### src/rtl/uart_tx_serializer_if.sv
// uart_tx_serializer_if
//   Groups the byte handshake and serial-line signals of the UART transmitter.
//   master : the client that requests bytes (drives tx_start/tx_data)
//   slave  : the transmitter (drives tx, tx_busy, tx_done)
//   Signals:
//     tx_start  request to send tx_data (sampled only while the transmitter idles)
//     tx_data   byte to send, captured on the accepting edge
//     tx        serial line, idles high
//     tx_busy   high from the accepting edge until the frame completes
//     tx_done   one-cycle pulse at frame completion
interface uart_tx_serializer_if;
  logic       tx_start;
  logic [7:0] tx_data;
  logic       tx;
  logic       tx_busy;
  logic       tx_done;

  modport master (output tx_start, output tx_data, input tx, input tx_busy, input tx_done);
  modport slave  (input tx_start, input tx_data, output tx, output tx_busy, output tx_done);
endinterface

### src/rtl/uart_tx_serializer.sv
// uart_tx_serializer
//   UART transmitter: accepts one byte per handshake and sends a framed
//   character on tx -- start bit, 8 data bits LSB first, optional parity bit,
//   one stop bit. Each bit lasts CLKS_PER_BIT clock cycles.
//   Optional feature macro: UART_TX_PARITY_EN
//     defined   -> 11-bit frame with a parity bit (PARITY_ODD selects the sense)
//     undefined -> 10-bit frame, no parity logic, PARITY_ODD unused
//   Ports:
//     clk     system clock, rising edge
//     preset  synchronous active-high reset (abandons any frame in flight)
//     bus     uart_tx_serializer_if.slave (tx_start, tx_data, tx, tx_busy, tx_done)
//   tx, tx_busy and tx_done all come straight from flops.
module uart_tx_serializer #(
  parameter int CLKS_PER_BIT = 5208,
  parameter bit PARITY_ODD   = 1'b0
) (
  input  logic                 clk,
  input  logic                 preset,
  uart_tx_serializer_if.slave  bus
);

  localparam int              CNT_W    = $clog2(CLKS_PER_BIT);
  localparam logic [CNT_W-1:0] CNT_LAST = CNT_W'(CLKS_PER_BIT - 1);
  localparam logic [CNT_W-1:0] CNT_ZERO = {CNT_W{1'b0}};
  localparam logic [CNT_W-1:0] CNT_ONE  = CNT_W'(1);

  typedef enum logic [2:0] {
    ST_IDLE   = 3'd0,
    ST_START  = 3'd1,
    ST_DATA   = 3'd2,
`ifdef UART_TX_PARITY_EN
    ST_PARITY = 3'd3,
`endif
    ST_STOP   = 3'd4
  } state_t;

`ifdef UART_TX_PARITY_EN
  // Even parity makes the total count of ones even; odd inverts it.
  function automatic logic parity_bit(input logic [7:0] data, input logic odd);
    return (^data) ^ odd;
  endfunction
`endif

  state_t           state_r, state_nxt_s;
  logic [CNT_W-1:0] cnt_r, cnt_nxt_s;
  logic [2:0]       idx_r, idx_nxt_s;
  logic [7:0]       byte_r, byte_nxt_s;
  logic             tx_r, tx_nxt_s;
  logic             busy_r, busy_nxt_s;
  logic             done_r, done_nxt_s;
  logic             bit_end_s;

  // Last cycle of the current bit period.
  assign bit_end_s = (cnt_r == CNT_LAST);

  // Next-state and next-output logic; tx is computed one cycle ahead so it can be registered.
  always_comb begin
    state_nxt_s = state_r;
    cnt_nxt_s   = cnt_r;
    idx_nxt_s   = idx_r;
    byte_nxt_s  = byte_r;
    tx_nxt_s    = tx_r;
    busy_nxt_s  = busy_r;
    done_nxt_s  = 1'b0;
    case (state_r)
      ST_IDLE: begin
        cnt_nxt_s = CNT_ZERO;
        idx_nxt_s = 3'd0;
        if (bus.tx_start) begin
          byte_nxt_s  = bus.tx_data;
          state_nxt_s = ST_START;
          tx_nxt_s    = 1'b0;
          busy_nxt_s  = 1'b1;
        end else begin
          tx_nxt_s   = 1'b1;
          busy_nxt_s = 1'b0;
        end
      end
      ST_START: begin
        if (bit_end_s) begin
          cnt_nxt_s   = CNT_ZERO;
          state_nxt_s = ST_DATA;
          tx_nxt_s    = byte_r[0];
        end else begin
          cnt_nxt_s = cnt_r + CNT_ONE;
        end
      end
      ST_DATA: begin
        if (bit_end_s) begin
          cnt_nxt_s = CNT_ZERO;
          if (idx_r == 3'd7) begin
            idx_nxt_s = 3'd0;
`ifdef UART_TX_PARITY_EN
            state_nxt_s = ST_PARITY;
            tx_nxt_s    = parity_bit(byte_r, PARITY_ODD);
`else
            state_nxt_s = ST_STOP;
            tx_nxt_s    = 1'b1;
`endif
          end else begin
            idx_nxt_s = idx_r + 3'd1;
            tx_nxt_s  = byte_r[idx_r + 3'd1];
          end
        end else begin
          cnt_nxt_s = cnt_r + CNT_ONE;
        end
      end
`ifdef UART_TX_PARITY_EN
      ST_PARITY: begin
        if (bit_end_s) begin
          cnt_nxt_s   = CNT_ZERO;
          state_nxt_s = ST_STOP;
          tx_nxt_s    = 1'b1;
        end else begin
          cnt_nxt_s = cnt_r + CNT_ONE;
        end
      end
`endif
      ST_STOP: begin
        if (bit_end_s) begin
          // Frame ends: busy drops and done pulses on the same edge.
          cnt_nxt_s   = CNT_ZERO;
          state_nxt_s = ST_IDLE;
          tx_nxt_s    = 1'b1;
          busy_nxt_s  = 1'b0;
          done_nxt_s  = 1'b1;
        end else begin
          cnt_nxt_s = cnt_r + CNT_ONE;
        end
      end
      default: begin
        state_nxt_s = ST_IDLE;
        cnt_nxt_s   = CNT_ZERO;
        idx_nxt_s   = 3'd0;
        tx_nxt_s    = 1'b1;
        busy_nxt_s  = 1'b0;
      end
    endcase
  end

  // State, counters and registered outputs; preset drops any frame in flight.
  always_ff @(posedge clk) begin
    if (preset) begin
      state_r <= ST_IDLE;
      cnt_r   <= CNT_ZERO;
      idx_r   <= 3'd0;
      byte_r  <= 8'h00;
      tx_r    <= 1'b1;
      busy_r  <= 1'b0;
      done_r  <= 1'b0;
    end else begin
      state_r <= state_nxt_s;
      cnt_r   <= cnt_nxt_s;
      idx_r   <= idx_nxt_s;
      byte_r  <= byte_nxt_s;
      tx_r    <= tx_nxt_s;
      busy_r  <= busy_nxt_s;
      done_r  <= done_nxt_s;
    end
  end

  assign bus.tx      = tx_r;
  assign bus.tx_busy = busy_r;
  assign bus.tx_done = done_r;

endmodule

### src/flat_wrapper.sv
// flat-port wrapper written by rule: the top's interface ports become plain ports
module uart_tx_serializer_flat 
#(
  parameter int CLKS_PER_BIT = 5208,
  parameter bit PARITY_ODD   = 1'b0
)
  (clk, preset, bus_tx_start, bus_tx_data, bus_tx, bus_tx_busy, bus_tx_done);
  uart_tx_serializer_if bus_i ();
  input  logic clk;
  input  logic preset;
  input wire logic [$bits(bus_i.tx_start)-1:0] bus_tx_start;
  input wire logic [$bits(bus_i.tx_data)-1:0] bus_tx_data;
  output wire logic [$bits(bus_i.tx)-1:0] bus_tx;
  output wire logic [$bits(bus_i.tx_busy)-1:0] bus_tx_busy;
  output wire logic [$bits(bus_i.tx_done)-1:0] bus_tx_done;
  assign bus_i.tx_start = bus_tx_start;
  assign bus_i.tx_data = bus_tx_data;
  assign bus_tx = bus_i.tx;
  assign bus_tx_busy = bus_i.tx_busy;
  assign bus_tx_done = bus_i.tx_done;
  uart_tx_serializer #(.CLKS_PER_BIT(CLKS_PER_BIT), .PARITY_ODD(PARITY_ODD)) u_core (.clk(clk), .preset(preset), .bus(bus_i));
endmodule
### config.mk
export PLATFORM = sky130hd
export DESIGN_NAME = uart_tx_serializer_flat
export DESIGN_NICKNAME = d
export VERILOG_FILES = /design/src/rtl/uart_tx_serializer_if.sv /design/src/rtl/uart_tx_serializer.sv /design/src/flat_wrapper.sv
export SDC_FILE = /design/constraint.sdc
export NUM_CORES = 1
export LEC_CHECK = 0
export ABC_CLOCK_PERIOD_IN_PS = 2500
export CORE_MARGIN = 4
export CORE_UTILIZATION = 41
export DETAILED_ROUTE_END_ITERATION = 7
export MAX_ROUTING_LAYER = met4
export PLACE_DENSITY = 0.72
export SYNTH_ARGS = -nofsm -noshare
export SYNTH_HDL_FRONTEND = slang
export SYNTH_SLANG_ARGS = --single-unit
export TNS_END_PERCENT = 1
### constraint.sdc
create_clock -name clk -period 2.5 [get_ports clk]
set_input_delay 0.375 -clock clk [delete_from_list [all_inputs] [get_ports clk]]
set_output_delay 0.375 -clock clk [all_outputs]
set_load 0.03 [all_outputs]
* After elaboration in Yosys (flattened, before gate mapping)
Cells that the tools add are included.
** Storage, ports and cells
- Register bits :: 30
- Bits in latches :: 0
- Bits in writable memories :: 0
- Memory bits (read-only) :: 0
- Input port bits :: 11
- Logic and storage cells :: 56
- Memories kept :: 0
** Operators by class
- Add/sub/neg operators :: 2
- Multiply operators :: 0
- Div/mod/pow operators :: 0
- Order comparisons :: 1
- Equality and inequality tests :: 10
- Shifts and indexed selects :: 0
- Multiplexer cells :: 21
- Bitwise logic cells :: 4
- Reductions and logical operators :: 11
** Operators with widths (count)
- 2-to-1 mux 3 bit :: 7
- adder 13 x 1 -> 13 bit (second input constant) :: 1
- == test 13 bit (second input constant) :: 1
- one-hot mux 3 bit (4 select lines) :: 1
- 2-to-1 mux 1 bit :: 9
- != test 2 x 1 -> 1 bit (second input constant) :: 4
- == test 3 bit (second input constant) :: 2
- one-hot mux 3 bit (2 select lines) :: 1
- AND reduction 2 bit :: 3
- OR reduction 2 bit :: 3
- OR reduction 3 bit :: 2
- AND reduction 5 bit :: 1
- less-than comparator 3 x 4 -> 1 bit (second input constant) :: 1
- NOT 1 bit :: 4
- one-hot mux 1 bit (4 select lines) :: 1
- adder 3 x 1 -> 3 bit (second input constant) :: 1
- binary-select mux 1 bit (select 3 bit) :: 1
- == test 3 x 1 -> 1 bit (second input constant) :: 1
- == test 3 x 2 -> 1 bit (second input constant) :: 1
- zero test 3 bit :: 1
- one-hot mux 1 bit (3 select lines) :: 1
- AND reduction 3 bit :: 1
- != test 2 bit (second input constant) :: 1

* Logic depth before layout (Yosys ltp)
Gate-level depths: netlist (run 1).
- Word-level depth :: 6
- Depth in mapped cells :: 7
- Gate-level depth less buffers :: 6

* Worst setup path before layout (run 1)
No wires, ideal clock.
- Kind :: register -> register
- Start point :: register u_core.idx_r[0]
- End point :: register u_core.tx_r, in the netlist u_core.bus.tx
- Setup time :: 0.117 ns
- Data arrival time :: 1.563 ns
- Data required time :: 2.383 ns
- Slack :: 0.820 ns
- Cell stages (with the launch flop) :: 6
- Buffers on the path :: 0
- Period minus slack after synthesis :: 1.680 ns
- Path through :: dfxtp_1 > ha_1 > mux4_2 > nor3b_1 > nor3_1 > o22a_1
** On the way
- Word-level cells in the longest chain between the ends :: 6
- Elaborated cells between the ends (all ways) :: 7
- Those cells by class :: add/sub: 1; eq/ne: 1; mux: 5
** Ends and longest elaborated chain
- start: declaration :: line uart_tx_serializer.sv:46 : logic [2:0] idx_r, idx_nxt_s;
- start signal: assignment :: line uart_tx_serializer.sv:154 : idx_r <= idx_nxt_s;
- adder 3 x 1 -> 3 bit :: line uart_tx_serializer.sv:102 : tx_nxt_s = byte_r[idx_r + 3'd1];
- binary-select mux 1 bit (select 3 bit) :: line uart_tx_serializer.sv:102
- 2-to-1 mux 1 bit (not written as such) :: line uart_tx_serializer.sv:102
- 2-to-1 mux 1 bit (*) :: line uart_tx_serializer.sv:91 : if (idx_r == 3'd7) begin
- 2-to-1 mux 1 bit (*) :: line uart_tx_serializer.sv:89 : if (bit_end_s) begin
- one-hot mux 1 bit (4 select lines) (*) :: line uart_tx_serializer.sv:65 : case (state_r)
- end signal: assignment :: line uart_tx_serializer.sv:156 : tx_r <= tx_nxt_s;
- end: declaration :: line uart_tx_serializer.sv:48 : logic tx_r, tx_nxt_s;
Mark *: on every way between the ends. The rest lies on a longest branch, timed or not. The select of a mux whose other input is x is not followed.
A chain may end at the register's enable or synchronous reset.

* Final worst setup path (run 1)
Ends and elaborated chain as after synthesis.

==> summary.md, run 1 <==
| Metric | Value |
|---|---|
| Family with the most delay on the worst path | multiplexers |
| Distinct cells, synth | 43 |
| Critical Path Max Stage Delay | 0.52 ns |
| Critical path cell sequence | ha_1 > mux4_2 > nor3b_1 > nor3_1 > o22a_1 |
| GP Congestion | just under 0.9 |
| CP startpoint kind | flop |
| CTS max path bufs | 2 |
| Residual DRC count | 0 |
| Total setup buffers inserted after CTS | 0 |
| Die Wd | about 67 um |
| CP Max Fanout | 5 |
| Leading cell type in the layout, fill and taps excluded | dfxtp_1 |
| Core area | 0.00334 mm2 |
| Post-CTS sizing | 0 |
| Clock root buffer master | clkbuf_4 |
| Shortest period the worst path allows | 1.84 ns |
| Reg2Reg Setup Slack | 0.66 ns |
| Slew Viols, Final | 0 |
| Post-detail-place hpwl | 1.98 mm |
| Area grow syn2layout | 16.2% |
| Type of element capturing the critical path | flop |
| Final Hold Vio Count | 0 |
| Synth Warn # | 0 |
| N_diodes | 0 |
| Slowest stage cell, crit path | mux4_2 |
| Clk_lat worst skew | about 0.33 ns |
| I/O pin cnt | 14 |
| Gr ovfl total | 0 |
| Critical path data required time | 2.74 ns |
| Proportion of layout cells with a drive suffix above 1 | between 10% and 20% |
| Async set-reset flop share out of synthesis | 0% |
| Syn nets | 176 |
| Starting Density | 42.5% |
| Kind of critical path | flop to flop |
| Sequential-to-total area share from yosys stat | 42.4% |
| Clock sinks | 30 |
| TritonCTS clock tree | built |
| Clock-pin slew on the worst setup and hold paths | roughly 0.10 ns |
| Post-DR wirelength/cell | ~12 um |
| CTS buffer count | 5 |
| Worst ir drop on vdd | 0.352 mV |
| Status | complete, no violations |
| Highest-count cells in the layout ignoring fill and taps | dfxtp_1 (30), nor2_1 (25), nand2_1 (21) |
| Global-route wire length before repair | ~4.7 mm |
| Via density | 5.13 |
| Setup TNS | 0 ns |
| Ys flop type | dfxtp_1 |
| Final #Nets | between 150 and 200 |
| Cts hold-fix bufs | 0 |
| Rel. slew slack | 69.0% |
| Final wirelength | between 2 and 3 mm |
| Synth Instances | 162 |
| Largest net degree at the start of global routing | 19 |
| Drt initial violations | 33 |
| Vias in the first global route | 1033 |
| Period utilisation layout | 73.4% |
| Max-Cap Viols | 0 |
| Clock skew | 0.00878 ns |
| Buffers plus inverters on the worst setup path | 0 |
| Post-synth EDFFs | 0 |
| Antenna violations before repair | 0 |
| Mean post-synth cell area | 8.75 um2 |
| CP arrival | just over 2 ns |
| RSZ-0062 raised after global routing | no |
| Register bit count reported by yosys | 30 |
| GRT Total Usage | between 10% and 20% |
| Post-Syn Area | 0.00142 mm2 |
| Leakage | between 0.6 and 0.7 nW |
| Initial DRT Pass Iterations | 4 |
| Fmax | about 540 MHz |
| H-Tree Depth | 2 |
| HP Class | flop to flop |
| IO buf count | 13 |
| PwrDens | approximately 560 mW/mm2 |
| Util after Layout | 49.4% |
| Final ANT Viol Nets | 0 |
| Die height | 66.8 um |
| Worst Max-Slew Pin Slew | 0.465 ns |
| Num rows | 21 |
| # setup viols final | 0 |
| Die area | 0.00446 mm2 |
| Via Count | about 1.1k |
worst reg2reg max path, cell delays in order, from the launching register on:
cell and delay (ns):
dfxtp_1 0.38, ha_1 0.39, mux4_2 0.52, nor3b_1 0.19
nor3_1 0.08, o22a_1 0.17
cell usage after synthesis (3+ instances only):
library cell,number,area (um2)
xor2_1,7,61.3
dfxtp_1,30,601
and3_1,3,18.8
nor4b_1,3,26.3
nor2_1,25,93.8
a21oi_1,13,65.1
ha_1,3,37.5
inv_1,3,11.3
nand2_1,21,78.8
nand3_1,5,25.0
xnor2_1,5,43.8
nor3_1,5,25.0
per-stage QoR:
step / setup slack [ns] / power (mW) / std cells / hold slack, ns / instance area [um2]
finish: 0.664 / 0.920 / 224 / 0.446 / 1650
global route: 0.542 / 0.972 / 224 / 0.474 / 1650
CTS: 0.647 / 0.932 / 224 / 0.447 / 1650
detailed placement: 0.665 / 0.626 / 216 / 0.434 / 1580
global placement: 0.678 / 0.624 / 216 / 0.423 / 1580
floorplan: 0.820 / 0.588 / 162 / 0.412 / 1420
per-layer routing:
| layer | up-vias | wire length, um | share of wire (%) | GRT usage (%) |
|---|---|---|---|---|
| met2 | 24 | 1220 | 44 | 21.4 |
| met3 | 6 | 122 | 4.4 | 5.56 |
| met1 | 528 | 1350 | 49 | 18.4 |
| met4 | 0 | 63 | 2.3 | 7.61 |
| met5 | - | 0 | 0 | - |
| li1 | 590 | - | - | - |
registers in the layout, indices dropped and copies added (netlist names):
signal and flops:
u_core.bus.tx_busy 1, u_core.state_r 3, u_core.byte_r 8, u_core.bus.tx 1
u_core.cnt_r 13, u_core.bus.tx_done 1, u_core.idx_r 3
where the power goes:
group,total (mW),switching [mW],internal (mW)
combinational,0.105,0.0527,0.0525
sequential,0.511,0.0164,0.495
clock,0.303,0.169,0.135
cells by family after synthesis:
| group | count (synthesis) | synth area share (%) |
|---|---|---|
| mux | 2 | 3.18 |
| compound gates | 24 | 10.6 |
| fa+ha+maj | 4 | 3.35 |
| flops | 30 | 42.4 |
| buf+inv | 10 | 3.35 |
| simple gates | 80 | 29.7 |
| xor+xnor | 12 | 7.41 |
final cells by class:
class / count / area [um2]
fillers: 318 / 1690
multi-input cells: 122 / 769
flip-flops and latches: 30 / 601
repair buffers: 15 / 145
well taps: 46 / 57.6
clock buffers: 6 / 51.3
clock inverters: 2 / 12.5
inverters: 3 / 11.3
final timing paths:
path                                 startpoint         endpoint  depth (start not counted)
worst max-delay path            u_core.idx_r[0]    u_core.bus.tx                          5
worst min-delay path            u_core.cnt_r[0]  u_core.cnt_r[0]                          1
worst max register to register  u_core.idx_r[0]    u_core.bus.tx                          5
worst min register to register  u_core.cnt_r[0]  u_core.cnt_r[0]                          1
Note: power is estimated with default switching activity, not from simulation.
==> run 2: changes to the inputs <==
--- a/config.mk
+++ b/config.mk
@@ -5,7 +5,7 @@
 export SDC_FILE = /design/constraint.sdc
 export NUM_CORES = 1
 export LEC_CHECK = 0
-export ABC_CLOCK_PERIOD_IN_PS = 2500
+export ABC_CLOCK_PERIOD_IN_PS = 1800
 export CORE_MARGIN = 4
 export CORE_UTILIZATION = 41
 export DETAILED_ROUTE_END_ITERATION = 7
==> constraint.sdc (replaced) <==
create_clock -name clk -period 1.8 [get_ports clk]
set_input_delay 0.27 -clock clk [delete_from_list [all_inputs] [get_ports clk]]
set_output_delay 0.27 -clock clk [all_outputs]
set_load 0.03 [all_outputs]
==> summary.md, run 2 (synthesis results as in run 1) <==
| Metric | Value |
|---|---|
| CP startpoint kind | flop (unchanged) |
| HP Class | flop to flop (unchanged) |
| Worst ir drop on vdd | 0.438 mV (was 0.352 mV) |
| Final #Nets | 198 (was 191) |
| Num rows | 21 (unchanged) |
| H-Tree Depth | 2 (unchanged) |
| Slew Viols, Final | 0 (unchanged) |
| Proportion of layout cells with a drive suffix above 1 | 17.8% (was 10.7%) |
| Die height | 66.8 um (unchanged) |
| Pre-CTS setup slack | 0.0654 ns (was 0.665 ns) |
| Via density | 5.10 (was 5.13) |
| PwrDens | 737 mW/mm2 (was 558 mW/mm2) |
| RSZ-0062 raised after global routing | yes (was no) |
| Worst Max-Slew Pin Slew | 0.413 ns (was 0.465 ns) |
| Final ANT Viol Nets | 0 (unchanged) |
| Highest-count cells in the layout ignoring fill and taps | dfxtp_1 (26), nor2_1 (25), nand2_1 (21) (was dfxtp_1 (30), nor2_1 (25), nand2_1 (21)) |
| Drt initial violations | 43 (was 33) |
| N_diodes | 0 (unchanged) |
| CP Max Fanout | 7 (was 5) |
| Clock-pin slew on the worst setup and hold paths | 0.10 ns (about the same) |
| Largest net degree at the start of global routing | 19 (unchanged) |
| Shortest period the worst path allows | 1.77 ns (was 1.84 ns) |
| Starting Density | 42.5% (unchanged) |
| DP Cell Count | 221 (was 216) |
| Period utilisation layout | 98.3% (was 73.4%) |
| Global-route wire length before repair | 4.95 mm (was 4.67 mm) |
| Biggest register | u_core.cnt_r (unchanged) |
| TritonCTS clock tree | built (unchanged) |
| Area grow syn2layout | 21.4% (was 16.2%) |
| Clock sinks | 30 (unchanged) |
| # setup viols final | 0 (unchanged) |
| Leakage | 0.647 nW (was 0.601 nW) |
| Largest register FFs | 13 (unchanged) |
| Critical Path Max Stage Delay | 0.54 ns (was 0.52 ns) |
| Rel. slew slack | 72.4% (was 69.0%) |
| Hold WS | 0.444 ns (was 0.446 ns) |
| Filler cell count | 317 (was 318) |
| Top Registers | u_core.cnt_r: 13 flops, u_core.byte_r: 8 flops (unchanged) |
| Kind of critical path | flop to flop (unchanged) |
| Clock root buffer master | clkbuf_4 (unchanged) |
| Leading cell type in the layout, fill and taps excluded | dfxtp_1 (unchanged) |
| Final Hold Vio Count | 0 (unchanged) |
| Post-DR wirelength/cell | 12.9 um (was 12.3 um) |
| Cts hold-fix bufs | 0 (unchanged) |
| IO buf count | 13 (unchanged) |
| Via Count | 1179 (was 1148) |
| CTS buffer count | 5 (unchanged) |
| Gr ovfl total | 0 (unchanged) |
| Die area | 0.00446 mm2 (unchanged) |
| Residual DRC count | 0 (unchanged) |
| Critical path data required time | 2.02 ns (was 2.74 ns) |
| GRT Total Usage | 15.5% (was 15.0%) |
| Max-Cap Viols | 0 (unchanged) |
| Post-detail-place hpwl | 2.13 mm (was 1.98 mm) |
| Clock skew | 0.0123 ns (was 0.00878 ns) |
| Clk_lat worst skew | 0.33 ns (about the same) |
| Critical path cell sequence | or4bb_4 > nor3_4 > o22ai_2 > a32oi_1 > nor2_1 (was ha_1 > mux4_2 > nor3b_1 > nor3_1 > o22a_1) |
| Family with the most delay on the worst path | simple AND/OR/NAND/NOR gates (was multiplexers) |
| Buffers plus inverters on the worst setup path | 0 (unchanged) |
| Type of element capturing the critical path | flop (unchanged) |
| Fmax | 565 MHz (was 545 MHz) |
| Final worst slack | 0.0305 ns (was 0.664 ns) |
| Initial DRT Pass Iterations | 4 (unchanged) |
| Slowest stage cell, crit path | or4bb_4 (was mux4_2) |
| Core area | 0.00334 mm2 (unchanged) |
| Status | complete, no violations (unchanged) |
| Die Wd | 66.8 um (unchanged) |
| Antenna violations before repair | 0 (unchanged) |
| GP Congestion | 0.885 (was 0.892) |
| Vias in the first global route | 1094 (was 1033) |
| Final wirelength | 2.98 mm (was 2.75 mm) |
| CP arrival | 1.98 ns (was 2.07 ns) |
| CTS max path bufs | 2 (unchanged) |
| Post-route insts no fill | 231 (was 224) |
| I/O pin cnt | 14 (unchanged) |
## run 2: stage by stage
step	power, mW	utilization, %	TNS (ns)	instance area, um2
finish	1.27	51.6	0	1720
global placement	0.865	48.6	0	1620
CTS	1.28	50.4	0	1680
detailed placement	0.870	48.6	0	1620
global route	1.32	51.6	-0.0574	1720
floorplan	0.816	-	0	1420
## run 2: worst reg2reg max path, delay by kind of cell (launching register included)
family / cells / cell delay, ns
and+or+nand+nor: 3 / 0.94
AOI/OAI and AO/OA: 2 / 0.35
DFF: 1 / 0.36
## run 2: timing repair
item                       CTS  global route
gates resized for setup      0            10
setup endpoints to repair    0             8
setup buffers                0             2
## run 2: area by class of cell
class	instances	area, um2	share of cell area (%)
inverters	3	11.3	0.654
clock buffers	7	55.1	3.20
repair buffers	22	198	11.5
flip-flops and latches	30	608	35.3
well taps	46	57.6	3.34
clock inverters	1	5.00	0.291
multi-input cells	122	787	45.7
## run 2: worst paths after layout
check / from / slack, ns / cells past startpoint / to
setup / recovery: u_core.cnt_r[4] / 0.03 / 5 / u_core.idx_r[2]
hold reg to reg: u_core.cnt_r[0] / 0.44 / 1 / u_core.cnt_r[0]
setup reg to reg: u_core.cnt_r[4] / 0.03 / 5 / u_core.idx_r[2]
hold / removal: u_core.cnt_r[0] / 0.44 / 1 / u_core.cnt_r[0]
## run 2: power breakdown
| part | switching (mW) | internal (mW) | total [mW] |
|---|---|---|---|
| clock network | 0.227 | 0.189 | 0.416 |
| registers | 0.0215 | 0.686 | 0.707 |
| logic | 0.0727 | 0.0731 | 0.146 |
## run 2: metal layers
metal | vias to the layer above | wire (um) | track usage [%]
met5 | - | 0 | -
met4 | 0 | 72 | 9.39
met3 | 6 | 81 | 4.22
met2 | 19 | 1370 | 22.4
met1 | 549 | 1450 | 19.1
li1 | 605 | - | -
